### config.mk
export PLATFORM = sky130hd
export DESIGN_NAME = mod_reg16_1to16
export DESIGN_NICKNAME = d
export VERILOG_FILES = /design/src/rtl/aes256_pkg.sv /design/src/rtl/mod_reg16_1to16.sv
export SDC_FILE = /design/constraint.sdc
export NUM_CORES = 1
export LEC_CHECK = 0
export BUFFER_PORTS_ARGS = -buffer_cell sky130_fd_sc_hd__buf_4
export CAP_MARGIN = 20
export CORE_MARGIN = 8
export CORE_UTILIZATION = 35
export DETAILED_ROUTE_END_ITERATION = 6
export HOLD_SLACK_MARGIN = 0.03
export SYNTH_ARGS = -nofsm -noshare
export SYNTH_HDL_FRONTEND = slang
export SYNTH_SLANG_ARGS = --single-unit
### constraint.sdc
create_clock -name clk -period 2.25 [get_ports clk]
set_input_delay 0.3375 -clock clk [delete_from_list [all_inputs] [get_ports clk]]
set_output_delay 0.3375 -clock clk [all_outputs]
set_load 0.005 [all_outputs]
### src/rtl/aes256_pkg.sv
// Shared AES byte/block types and the byte-assembly state encoding,
// common to the 1-to-16 input register and the 16-to-1 output register.
package aes256_pkg;

   localparam int NB_BYTES = 16;

   typedef logic [7:0] byte_t;
   typedef byte_t [NB_BYTES-1:0] block_t;

   typedef enum logic {
      FILL = 1'b0,
      FULL = 1'b1
   } asm_state_t;

endpackage : aes256_pkg

### src/rtl/mod_reg16_1to16.sv
// Byte-serial to 16-byte block assembly register: byte k of a block lands in
// lane k, and the completed block is held on o until rd_ack releases it.
module mod_reg16_1to16
   import aes256_pkg::*;
#(
   parameter int N = NB_BYTES
) (
   input  logic                  clk,
   input  logic                  reset,
   input  logic                  wr_en,
   input  logic [7:0]            i,
   output logic                  wr_ready,
   input  logic                  flush,
   input  logic                  rd_ack,
   output logic [N-1:0][7:0]     o,
   output logic                  reg_full,
   output logic [$clog2(N):0]    count
);

   localparam int CW    = $clog2(N);
   localparam int CNT_W = CW + 1;
   localparam logic [CNT_W-1:0] LAST_IDX = CNT_W'(N - 1);

   asm_state_t             state_q, state_d;
   logic [CNT_W-1:0]       count_q, count_d;
   logic [N-1:0]           lane_we;

   always_comb begin
      state_d = state_q;
      count_d = count_q;
      lane_we = '0;
      case (state_q)
         FILL: begin
            if (flush) begin
               count_d = '0;
            end else if (wr_en) begin
               lane_we[count_q[CW-1:0]] = 1'b1;
               count_d = count_q + CNT_W'(1);
               if (count_q == LAST_IDX) begin
                  state_d = FULL;
               end
            end
         end
         FULL: begin
            // A byte arriving on the ack edge opens the next block at lane 0.
            if (rd_ack) begin
               state_d = FILL;
               if (wr_en) begin
                  lane_we[0] = 1'b1;
                  count_d    = CNT_W'(1);
               end else begin
                  count_d = '0;
               end
            end
         end
      endcase
   end

   always_ff @(posedge clk) begin
      if (reset) begin
         state_q <= FILL;
         count_q <= '0;
      end else begin
         state_q <= state_d;
         count_q <= count_d;
      end
   end

   for (genvar gi = 0; gi < N; gi++) begin : g_lane
      logic [7:0] lane_q;

      always_ff @(posedge clk) begin
         if (reset) begin
            lane_q <= '0;
         end else if (lane_we[gi]) begin
            lane_q <= i;
         end
      end

      assign o[gi] = lane_q;
   end

   assign reg_full = (state_q == FULL);
   assign count    = count_q;
   assign wr_ready = (state_q != FULL) || rd_ack;

endmodule : mod_reg16_1to16

==> results by group, run 1 <==
STA
  • Worst-Margin Slew: approximately 0.8 ns
  • Min cycle time layout: 2.02 ns
  • RSZ-0062 raised after global routing: false
  • Final Cycle Share: 0.900
  • Final hold slack: 0.217 ns
  • Max Slew Vio Count: 0
  • Final WS setup: about 0.23 ns
  • Setup clock skew after layout: approximately 0.0082 ns
  • Highest Clock Rate: between 400 and 500 MHz
  • Finish-stage setup viols: 0
  • Hold Fails Final Rpt: 0
  • Worst slew margin: 0.450
  • Setup TNS: 0 ns

Clock tree
  • Root buffer cell: clkbuf_16
  • CTS H-tree lvls: 4
  • CTS sink count: ~130
  • PostCTS Resize Cnt: 0
  • # Post-CTS Setup Buffers: 0
  • Num CTS Buffers: 17
  • Clock-pin slew on the worst setup and hold paths: roughly 0.06 ns
  • CTS Hold Bufs: 0
  • Clock latency on the worst-skew pair: between 0.4 and 0.5 ns
  • Deepest clock path buffer count: 2
  • TritonCTS clock tree: yes

Setup path
  • Instance count on the critical path: 5
  • Crit path from: count[0]$_SDFFE_PP0P_
  • Critical path cell sequence: inv_1 -> ha_1 -> nand4bb_1 -> o21ai_0 -> a21oi_1
  • Startpoint types: register
  • Critical setup path kind: register to register
  • Crit-path leading delay family: simple AND/OR/NAND/NOR gates
  • CP max stage delay: 0.66 ns
  • Reg2reg end: g_lane[4].lane_q[2]$_SDFFE_PP0P_
  • Worst Path Max Fanout: 24
  • Critical path arrival: about 2.3 ns
  • Critical path buffer and inverter count: 1
  • R2R Setup Slk: between 0.2 and 0.25 ns
  • Critical Path End Type: register
  • WP data required: about 2.5 ns
  • Crit-path slowest cell: nand4bb_1
  • Critical Path Sink: g_lane[4].lane_q[2]$_SDFFE_PP0P_
  • Worst-case reg-to-reg path depth: 5
  • RR Startpoint: count[0]$_SDFFE_PP0P_

Worst hold path
  • Hold Crit Start: i[0]
  • Tightest Hold Check Type: input port to register

Finish
  • Final Non-Filler Cells: 860
  • Share of post-route cells with drive strength above 1: 0.307
  • Ant diodes: 0
  • Design area: 7330 sq um
  • Total Nets Final: ~680
  • Area delta synth->final: 35.2%

Route
  • Post-DRT Antenna Nets: 0
  • DRC: 0
  • Total wire length: roughly 16 mm
  • Drt wl/cell: around 19 microns
  • Vias per cell: between 4 and 5
  • Vias: between 4000 and 5000
  • Drt pass-1 iters: 4
  • Initial drt markers: around 300

Logic synthesis
  • Area share of the largest cell type after synthesis: 0.495
  • Net Count, Synth: 535
  • Asr flop ratio synth: 0
  • Top post-synthesis cells by count: 134 x dfxtp_1, 116 x nand2b_1, 104 x mux2i_1
  • Synth cell types: 30
  • Top FF cell, synth: dfxtp_1
  • YS warnings: 0
  • Top post-synthesis cells by area: dfxtp_1 49%, mux2i_1 19%, nand2b_1 13%
  • Cell Area, Synth: 5420 sq um
  • Cell taking the most area after synthesis: dfxtp_1
  • Syn Area/Cell: roughly 10 sq um
  • Most frequent cell after synthesis: dfxtp_1
  • Post-synthesis sequential area ratio: 0.495
  • Cell count after synthesis: slightly above 500
  • Post-synth EDFFs: 0
  • Yosys reg bits: around 130

Floorplan
  • Die ar.: slightly below 20000 sq um
  • Die height: roughly 140 microns
  • Initial Utilization: 0.358
  • # IOs: between 100 and 150
  • Die width: roughly 140 microns
  • Cell Rows: 45
  • Core ar.: 15100 sq um

Global route
  • First-pass GRT wire length: about 26 mm
  • Antenna violations before repair: 0
  • Overall routing resource usage: 0.167
  • Largest net degree at the start of global routing: roughly 80
  • Vias in the first global route: ~4500
  • Global route overflow: 0

Placement
  • Dpl hpwl: between 10 and 15 mm
  • RePlAce Congestion: 0.873
  • Port buffer count: approximately 150
  • Cell total after placement: 828
  • Dpl ws: between 0.2 and 0.3 ns
  • Dpl cell area: 6690 sq um

Outcome
  • Status: completed

Job
  • Max-cap violations: 0

Power and ir drop
  • Leakage power total: around 3.5 nW
  • VDD IR max: roughly 0.00048 V
  • Cell Pwr Density: ~770 nW/um^2
worst register-to-register path: stages, from the launching register on:
cell,delay [ns]
dfxtp_1,0.38
inv_1,0.12
ha_1,0.17
nand4bb_1,0.66
o21ai_0,0.45
a21oi_1,0.12
cell families after synthesis:
logic type,Yosys count,synth area share
fa+ha+maj,5,0.0115
simple gates,170,0.206
buf+inv,42,0.0360
flops,134,0.495
mux,104,0.192
compound gates,62,0.0598
cell usage in the layout (no fill, tap or decap), types with 2 or more instances in the layout:
master / n
a211oi_1: 2
a21oi_1: 29
and2_1: 2
and3_1: 2
buf_4: 161
bufinv_16: 4
clkbuf_16: 17
clkinv_2: 2
clkinv_4: 2
clkinvlp_4: 3
dfxtp_1: 134
ha_1: 5
inv_1: 4
inv_6: 2
mux2i_1: 104
nand2_1: 2
nand2b_1: 116
nand3_1: 25
nand3_2: 6
nand3_4: 5
nor2_1: 2
nor2b_1: 2
nor3_1: 3
o21ai_0: 28
layout make-up:
class                   count  area, sq um
inverters                   4         15.0
clock buffers              18          439
repair buffers            161         1210
clock inverters            14          199
well taps                 188          235
multi-input cells         341         2550
flip-flops and latches    134         2680
fillers                  1395         7820
sequential cells by signal (all words and copies together), names as in the netlist:
name / flops
count: 5
g_lane.lane_q: 128
reg_full: 1
metrics by stage:
step	power (mW)	util
3_3_place_gp	2.68	0.442
4_1_cts	5.68	0.484
6_report	5.62	0.484
2_1_floorplan	2.58	-
5_1_grt	5.81	0.484
3_5_place_dp	2.68	0.442
worst min-delay path by stage:
stage / to / depth (start not counted)
floorplan: g_lane[5].lane_q[7]$_SDFFE_PP0P_ / 2
global placement: g_lane[13].lane_q[3]$_SDFFE_PP0P_ / 2
detailed placement: g_lane[15].lane_q[5]$_SDFFE_PP0P_ / 2
CTS: g_lane[4].lane_q[0]$_SDFFE_PP0P_ / 3
global route: g_lane[4].lane_q[0]$_SDFFE_PP0P_ / 3
finish: g_lane[12].lane_q[0]$_SDFFE_PP0P_ / 3
power by group:
part           switching, mW  total (mW)  internal (mW)  leakage, nW
Sequential           0.00855        2.39           2.38         1.08
Combinational          0.142       0.236         0.0936         2.12
Clock                   1.10        3.00           1.90        0.305
metal layers:
metal	part of all wire	wire length, microns	global-route usage
met2	0.44	7180	0.253
met1	0.46	7420	0.211
met5	0	0	0
met3	0.094	1540	0.0710
met4	0.010	165	0.0520
(Power assumes the default switching activity.)
==> inputs of run 2 (changes only) <==
CORE_MARGIN = unset   (was 8)
CORE_UTILIZATION = 52   (was 35)
PLACE_DENSITY = 0.79   (was unset)
==> results by group, run 2 (synthesized netlist as in run 1, its figures left out) <==
Outcome
  • Status: completed

Route
  • Vias per cell: 5.28
  • Initial drt markers: approximately 220
  • Drt wl/cell: roughly 17 microns
  • DRC: 0
  • Total wire length: about 14 mm
  • Post-DRT Antenna Nets: 0
  • Vias: around 4200
  • Drt pass-1 iters: 4

Finish
  • Total Nets Final: between 600 and 700
  • Most frequent cells in the layout: 159 x buf_4, 134 x dfxtp_1, 116 x nand2b_1
  • Core Util, Final: 0.729
  • Share of post-route cells with drive strength above 1: 0.300
  • Biggest register: g_lane.lane_q
  • Commonest non-fill, non-tap cell in the layout: buf_4
  • Fillers: between 700 and 800
  • Area delta synth->final: 33.8%
  • Max reg flops: between 100 and 150
  • Ant diodes: 0

Job
  • Max-cap violations: 0

Power and ir drop
  • VDD IR max: approximately 0.00060 V
  • Cell Pwr Density: between 700 and 800 nW/um^2
  • Leakage power total: 3.51 nW

Placement
  • Port buffer count: roughly 150
  • RePlAce Congestion: just under 0.8
  • Dpl hpwl: just over 9 mm

Setup path
  • Critical Path End Type: register
  • RR Startpoint: count[0]$_SDFFE_PP0P_
  • Critical Path Sink: g_lane[0].lane_q[6]$_SDFFE_PP0P_
  • Critical path arrival: ~2.5 ns
  • Crit-path slowest cell: dfxtp_1
  • Worst-case reg-to-reg path depth: 6
  • Worst Path Max Fanout: 25
  • Critical path cell sequence: inv_1 -> ha_1 -> and4bb_2 -> a22oi_1 -> buf_4 -> mux2i_1
  • CP max stage delay: between 0.4 and 0.5 ns
  • WP data required: roughly 2.7 ns
  • Startpoint types: register
  • R2R Setup Slk: 0.16 ns
  • Reg2reg end: g_lane[0].lane_q[6]$_SDFFE_PP0P_
  • Crit path from: count[0]$_SDFFE_PP0P_
  • Critical setup path kind: register to register

Clock tree
  • CTS H-tree lvls: 4
  • TritonCTS clock tree: yes
  • Deepest clock path buffer count: 2
  • Clock-pin slew on the worst setup and hold paths: ~0.06 ns
  • Clock latency on the worst-skew pair: 0.52 ns
  • CTS Hold Bufs: 0
  • # Post-CTS Setup Buffers: 0
  • Root buffer cell: clkbuf_8
  • Num CTS Buffers: 17
  • PostCTS Resize Cnt: 0
  • CTS sink count: 134

STA
  • Min cycle time layout: ~2.1 ns
  • Finish-stage setup viols: 0
  • Hold Fails Final Rpt: 0
  • Final hold slack: between 0.1 and 0.15 ns
  • Setup TNS: 0 ns
  • RSZ-0062 raised after global routing: false
  • Setup clock skew after layout: 0.00875 ns
  • Final Cycle Share: 0.928
  • Highest Clock Rate: 479 MHz
  • Worst slew margin: 0.507
  • Worst-Margin Slew: about 0.74 ns
  • Max Slew Vio Count: 0

Floorplan
  • Die width: around 100 microns
  • Core ar.: roughly 10000 sq um
  • Die ar.: approximately 11000 sq um
  • Initial Utilization: 0.545
  • Cell Rows: 36
  • # IOs: between 100 and 150
  • Die height: 104 microns

Global route
  • Vias in the first global route: roughly 4200
  • Largest net degree at the start of global routing: slightly below 90
  • Overall routing resource usage: 0.261
  • First-pass GRT wire length: between 20 and 25 mm
  • Antenna violations before repair: 0
  • Global route overflow: 0

Worst hold path
  • Tightest Hold Check Type: input port to register
==> run 2: cell types whose count changed in the layout (fill, tap and decap cells not counted), moves of 2 or more <==
cell	delta
clkbuf_1	+4
clkbuf_8	+4
buf_4	-2
clkinvlp_4	-2
inv_6	-2
==> run 2: worst max-delay path: cells and delay by family, from the launching register on <==
family / cells / cell delay [ns]
compound gates: 1 / 0.32
fa+ha+maj: 1 / 0.22
buf+inv: 2 / 0.38
flops: 1 / 0.45
mux: 1 / 0.24
simple gates: 1 / 0.41
==> run 2: cell type report <==
cell class | instances | area (sq um) | area share
Clock buffer | 25 | 484 | 0.0667
Sequential cell | 134 | 2680 | 0.370
Timing Repair Buffer | 160 | 1210 | 0.167
Multi-Input combinational cell | 341 | 2550 | 0.352
Clock inverter | 7 | 141 | 0.0195
Tap cell | 133 | 166 | 0.0229
Inverter | 4 | 15.0 | 0.00207
==> run 2: how the worst min path moves through the flow <==
stage	from	cells past startpoint	to
2_1_floorplan	g_lane[5].lane_q[7]$_SDFFE_PP0P_	2	g_lane[5].lane_q[7]$_SDFFE_PP0P_
3_3_place_gp	g_lane[9].lane_q[2]$_SDFFE_PP0P_	2	g_lane[9].lane_q[2]$_SDFFE_PP0P_
3_5_place_dp	g_lane[5].lane_q[4]$_SDFFE_PP0P_	2	g_lane[5].lane_q[4]$_SDFFE_PP0P_
4_1_cts	i[7]	3	g_lane[12].lane_q[7]$_SDFFE_PP0P_
5_1_grt	i[0]	3	g_lane[8].lane_q[0]$_SDFFE_PP0P_
6_report	i[7]	3	g_lane[12].lane_q[7]$_SDFFE_PP0P_
==> run 2: metrics by stage <==
| step | total power [mW] | setup WS, ns | instances | cell area (sq um) |
|---|---|---|---|---|
| 6_report | 5.53 | 0.161 | 804 | 7250 |
| 4_1_cts | 5.55 | 0.144 | 804 | 7250 |
| 3_3_place_gp | 2.66 | 0.338 | 772 | 6630 |
| 2_1_floorplan | 2.58 | 0.616 | 517 | 5420 |
| 5_1_grt | 5.67 | 0.0534 | 804 | 7250 |
| 3_5_place_dp | 2.67 | 0.223 | 772 | 6630 |
==> run 2: power breakdown <==
part,internal (mW),leakage [nW],total [mW],switching (mW)
sequential,2.38,1.08,2.39,0.00823
clock,1.92,0.303,2.91,0.990
combinational,0.0944,2.12,0.227,0.132
total,4.40,3.51,5.53,1.13
==> run 2: per-layer routing <==
layer,up-vias,GRT usage,part of all wire
met5,-,0,0
met4,0,0.0980,0.014
met3,17,0.0721,0.058
met2,143,0.435,0.49
met1,2050,0.321,0.44
li1,2039,-,-
==> inputs of run 3 (changes only) <==
CORE_ASPECT_RATIO = 0.8   (was unset)
==> results by group, run 3 (synthesized netlist as in run 1, its figures left out) <==
Outcome
  • Status: completed

Clock tree
  • Clock latency on the worst-skew pair: between 0.4 and 0.5 ns
  • CTS H-tree lvls: 4
  • Num CTS Buffers: 17
  • PostCTS Resize Cnt: 0
  • CTS sink count: 134
  • CTS Hold Bufs: 0
  • Deepest clock path buffer count: 2
  • # Post-CTS Setup Buffers: 0
  • Root buffer cell: clkbuf_16
  • Clock-pin slew on the worst setup and hold paths: 0.06 ns
  • TritonCTS clock tree: yes

STA
  • Worst slew margin: 0.585
  • Max Slew Vio Count: 0
  • RSZ-0062 raised after global routing: false
  • Setup TNS: 0 ns
  • Worst-Margin Slew: approximately 0.62 ns
  • Final Cycle Share: 0.919
  • Highest Clock Rate: just under 500 MHz
  • Finish-stage setup viols: 0
  • Setup clock skew after layout: about 0.0084 ns
  • Min cycle time layout: 2.07 ns
  • Hold Fails Final Rpt: 0

Route
  • Vias per cell: between 5 and 6
  • DRC: 0
  • Drt wl/cell: around 18 microns
  • Total wire length: about 15 mm
  • Initial drt markers: between 300 and 400
  • Vias: between 4000 and 5000
  • Drt pass-1 iters: 5
  • Post-DRT Antenna Nets: 0

Power and ir drop
  • VDD IR max: roughly 0.00049 V
  • Leakage power total: approximately 3.5 nW
  • Cell Pwr Density: 757 nW/um^2

Finish
  • Ant diodes: 0
  • Biggest register: g_lane.lane_q
  • Most frequent cells in the layout: 161 x buf_4, 134 x dfxtp_1, 116 x nand2b_1
  • Commonest non-fill, non-tap cell in the layout: buf_4
  • Area delta synth->final: 34.3%
  • Total Nets Final: around 680
  • Max reg flops: 128
  • Share of post-route cells with drive strength above 1: 0.308
  • Core Util, Final: 0.736

Floorplan
  • Die width: around 120 microns
  • Die height: between 90 and 100 microns
  • Cell Rows: 32
  • Core ar.: between 9000 and 10000 sq um
  • Initial Utilization: 0.548
  • Die ar.: 10800 sq um
  • # IOs: around 150

Global route
  • Vias in the first global route: 4242
  • First-pass GRT wire length: roughly 23 mm
  • Largest net degree at the start of global routing: 64
  • Global route overflow: 0
  • Overall routing resource usage: 0.282
  • Antenna violations before repair: 0

Setup path
  • Crit-path leading delay family: flip-flops
  • Critical path buffer and inverter count: 2
  • Startpoint types: register
  • Critical Path End Type: register
  • RR Startpoint: count[0]$_SDFFE_PP0P_
  • CP max stage delay: roughly 0.46 ns
  • WP data required: 2.59 ns
  • Critical setup path kind: register to register
  • Worst Path Max Fanout: 25
  • Critical path cell sequence: inv_1 -> ha_1 -> and4bb_2 -> a22oi_1 -> buf_4 -> mux2i_1
  • Crit path from: count[0]$_SDFFE_PP0P_
  • Crit-path slowest cell: dfxtp_1
  • Critical path arrival: roughly 2.4 ns

Worst hold path
  • Tightest Hold Check Type: input port to register
  • Hold Crit Start: i[3]

Placement
  • RePlAce Congestion: slightly above 0.8
  • Port buffer count: between 100 and 150
  • Dpl hpwl: about 9.9 mm

Job
  • Max-cap violations: 0
-- run 3: cell types whose count changed in the layout (fill, tap and decap cells not counted), sizes merged --
cell and delta:
buf +2, bufinv -1, inv +1, clkbuf -3
clkinvlp +2, clkinv +1
-- run 3: path summary, 6_finish.rpt --
check	endpoint	slack, ns	depth (start not counted)
max	g_lane[0].lane_q[1]$_SDFFE_PP0P_	0.18	6
min	g_lane[4].lane_q[3]$_SDFFE_PP0P_	0.21	3
max reg2reg	g_lane[0].lane_q[1]$_SDFFE_PP0P_	0.18	6
min reg2reg	g_lane[15].lane_q[5]$_SDFFE_PP0P_	0.47	2
-- run 3: report_power, final --
part           internal [mW]  total, mW  switching (mW)
combinational         0.0973      0.235           0.138
sequential              2.38       2.39         0.00847
clock                   1.87       2.88            1.02
-- run 3: layer usage --
metal / vias to the layer above / wire length [microns] / track usage / share of wire
met5: - / 0 / 0 / 0
met4: 0 / 206 / 0.105 / 0.014
met3: 23 / 1080 / 0.0739 / 0.074
met2: 184 / 6990 / 0.434 / 0.48
met1: 2141 / 6430 / 0.380 / 0.44
li1: 2051 / - / - / -
-- run 3: layout make-up --
class | instances | area [sq um]
sequential | 134 | 2680
fill | 700 | 2610
clock inverter | 10 | 144
multi-input combinational | 341 | 2560
clock buffer | 22 | 484
tap | 136 | 170
timing repair buffer | 162 | 1230
inverter | 4 | 15.0
-- run 3: worst min-delay path, delay by kind of cell --
family,cells,cell delay (ns)
AO/OA/AOI/OAI,1,0.05
buffers and inverters,1,0.13
AND/OR/NAND/NOR,1,0.06
-- run 3: stage by stage --
step                std cells  instance area (sq um)  worst slack, ns  hold slack, ns  total power, mW
floorplan                 517                   5420            0.616           0.465             2.58
global placement          777                   6650            0.376           0.461             2.67
detailed placement        777                   6650            0.245           0.468             2.68
CTS                       809                   7280            0.214           0.203             5.53
global route              809                   7280           0.0252           0.207             5.66
finish                    809                   7280            0.182           0.211             5.51
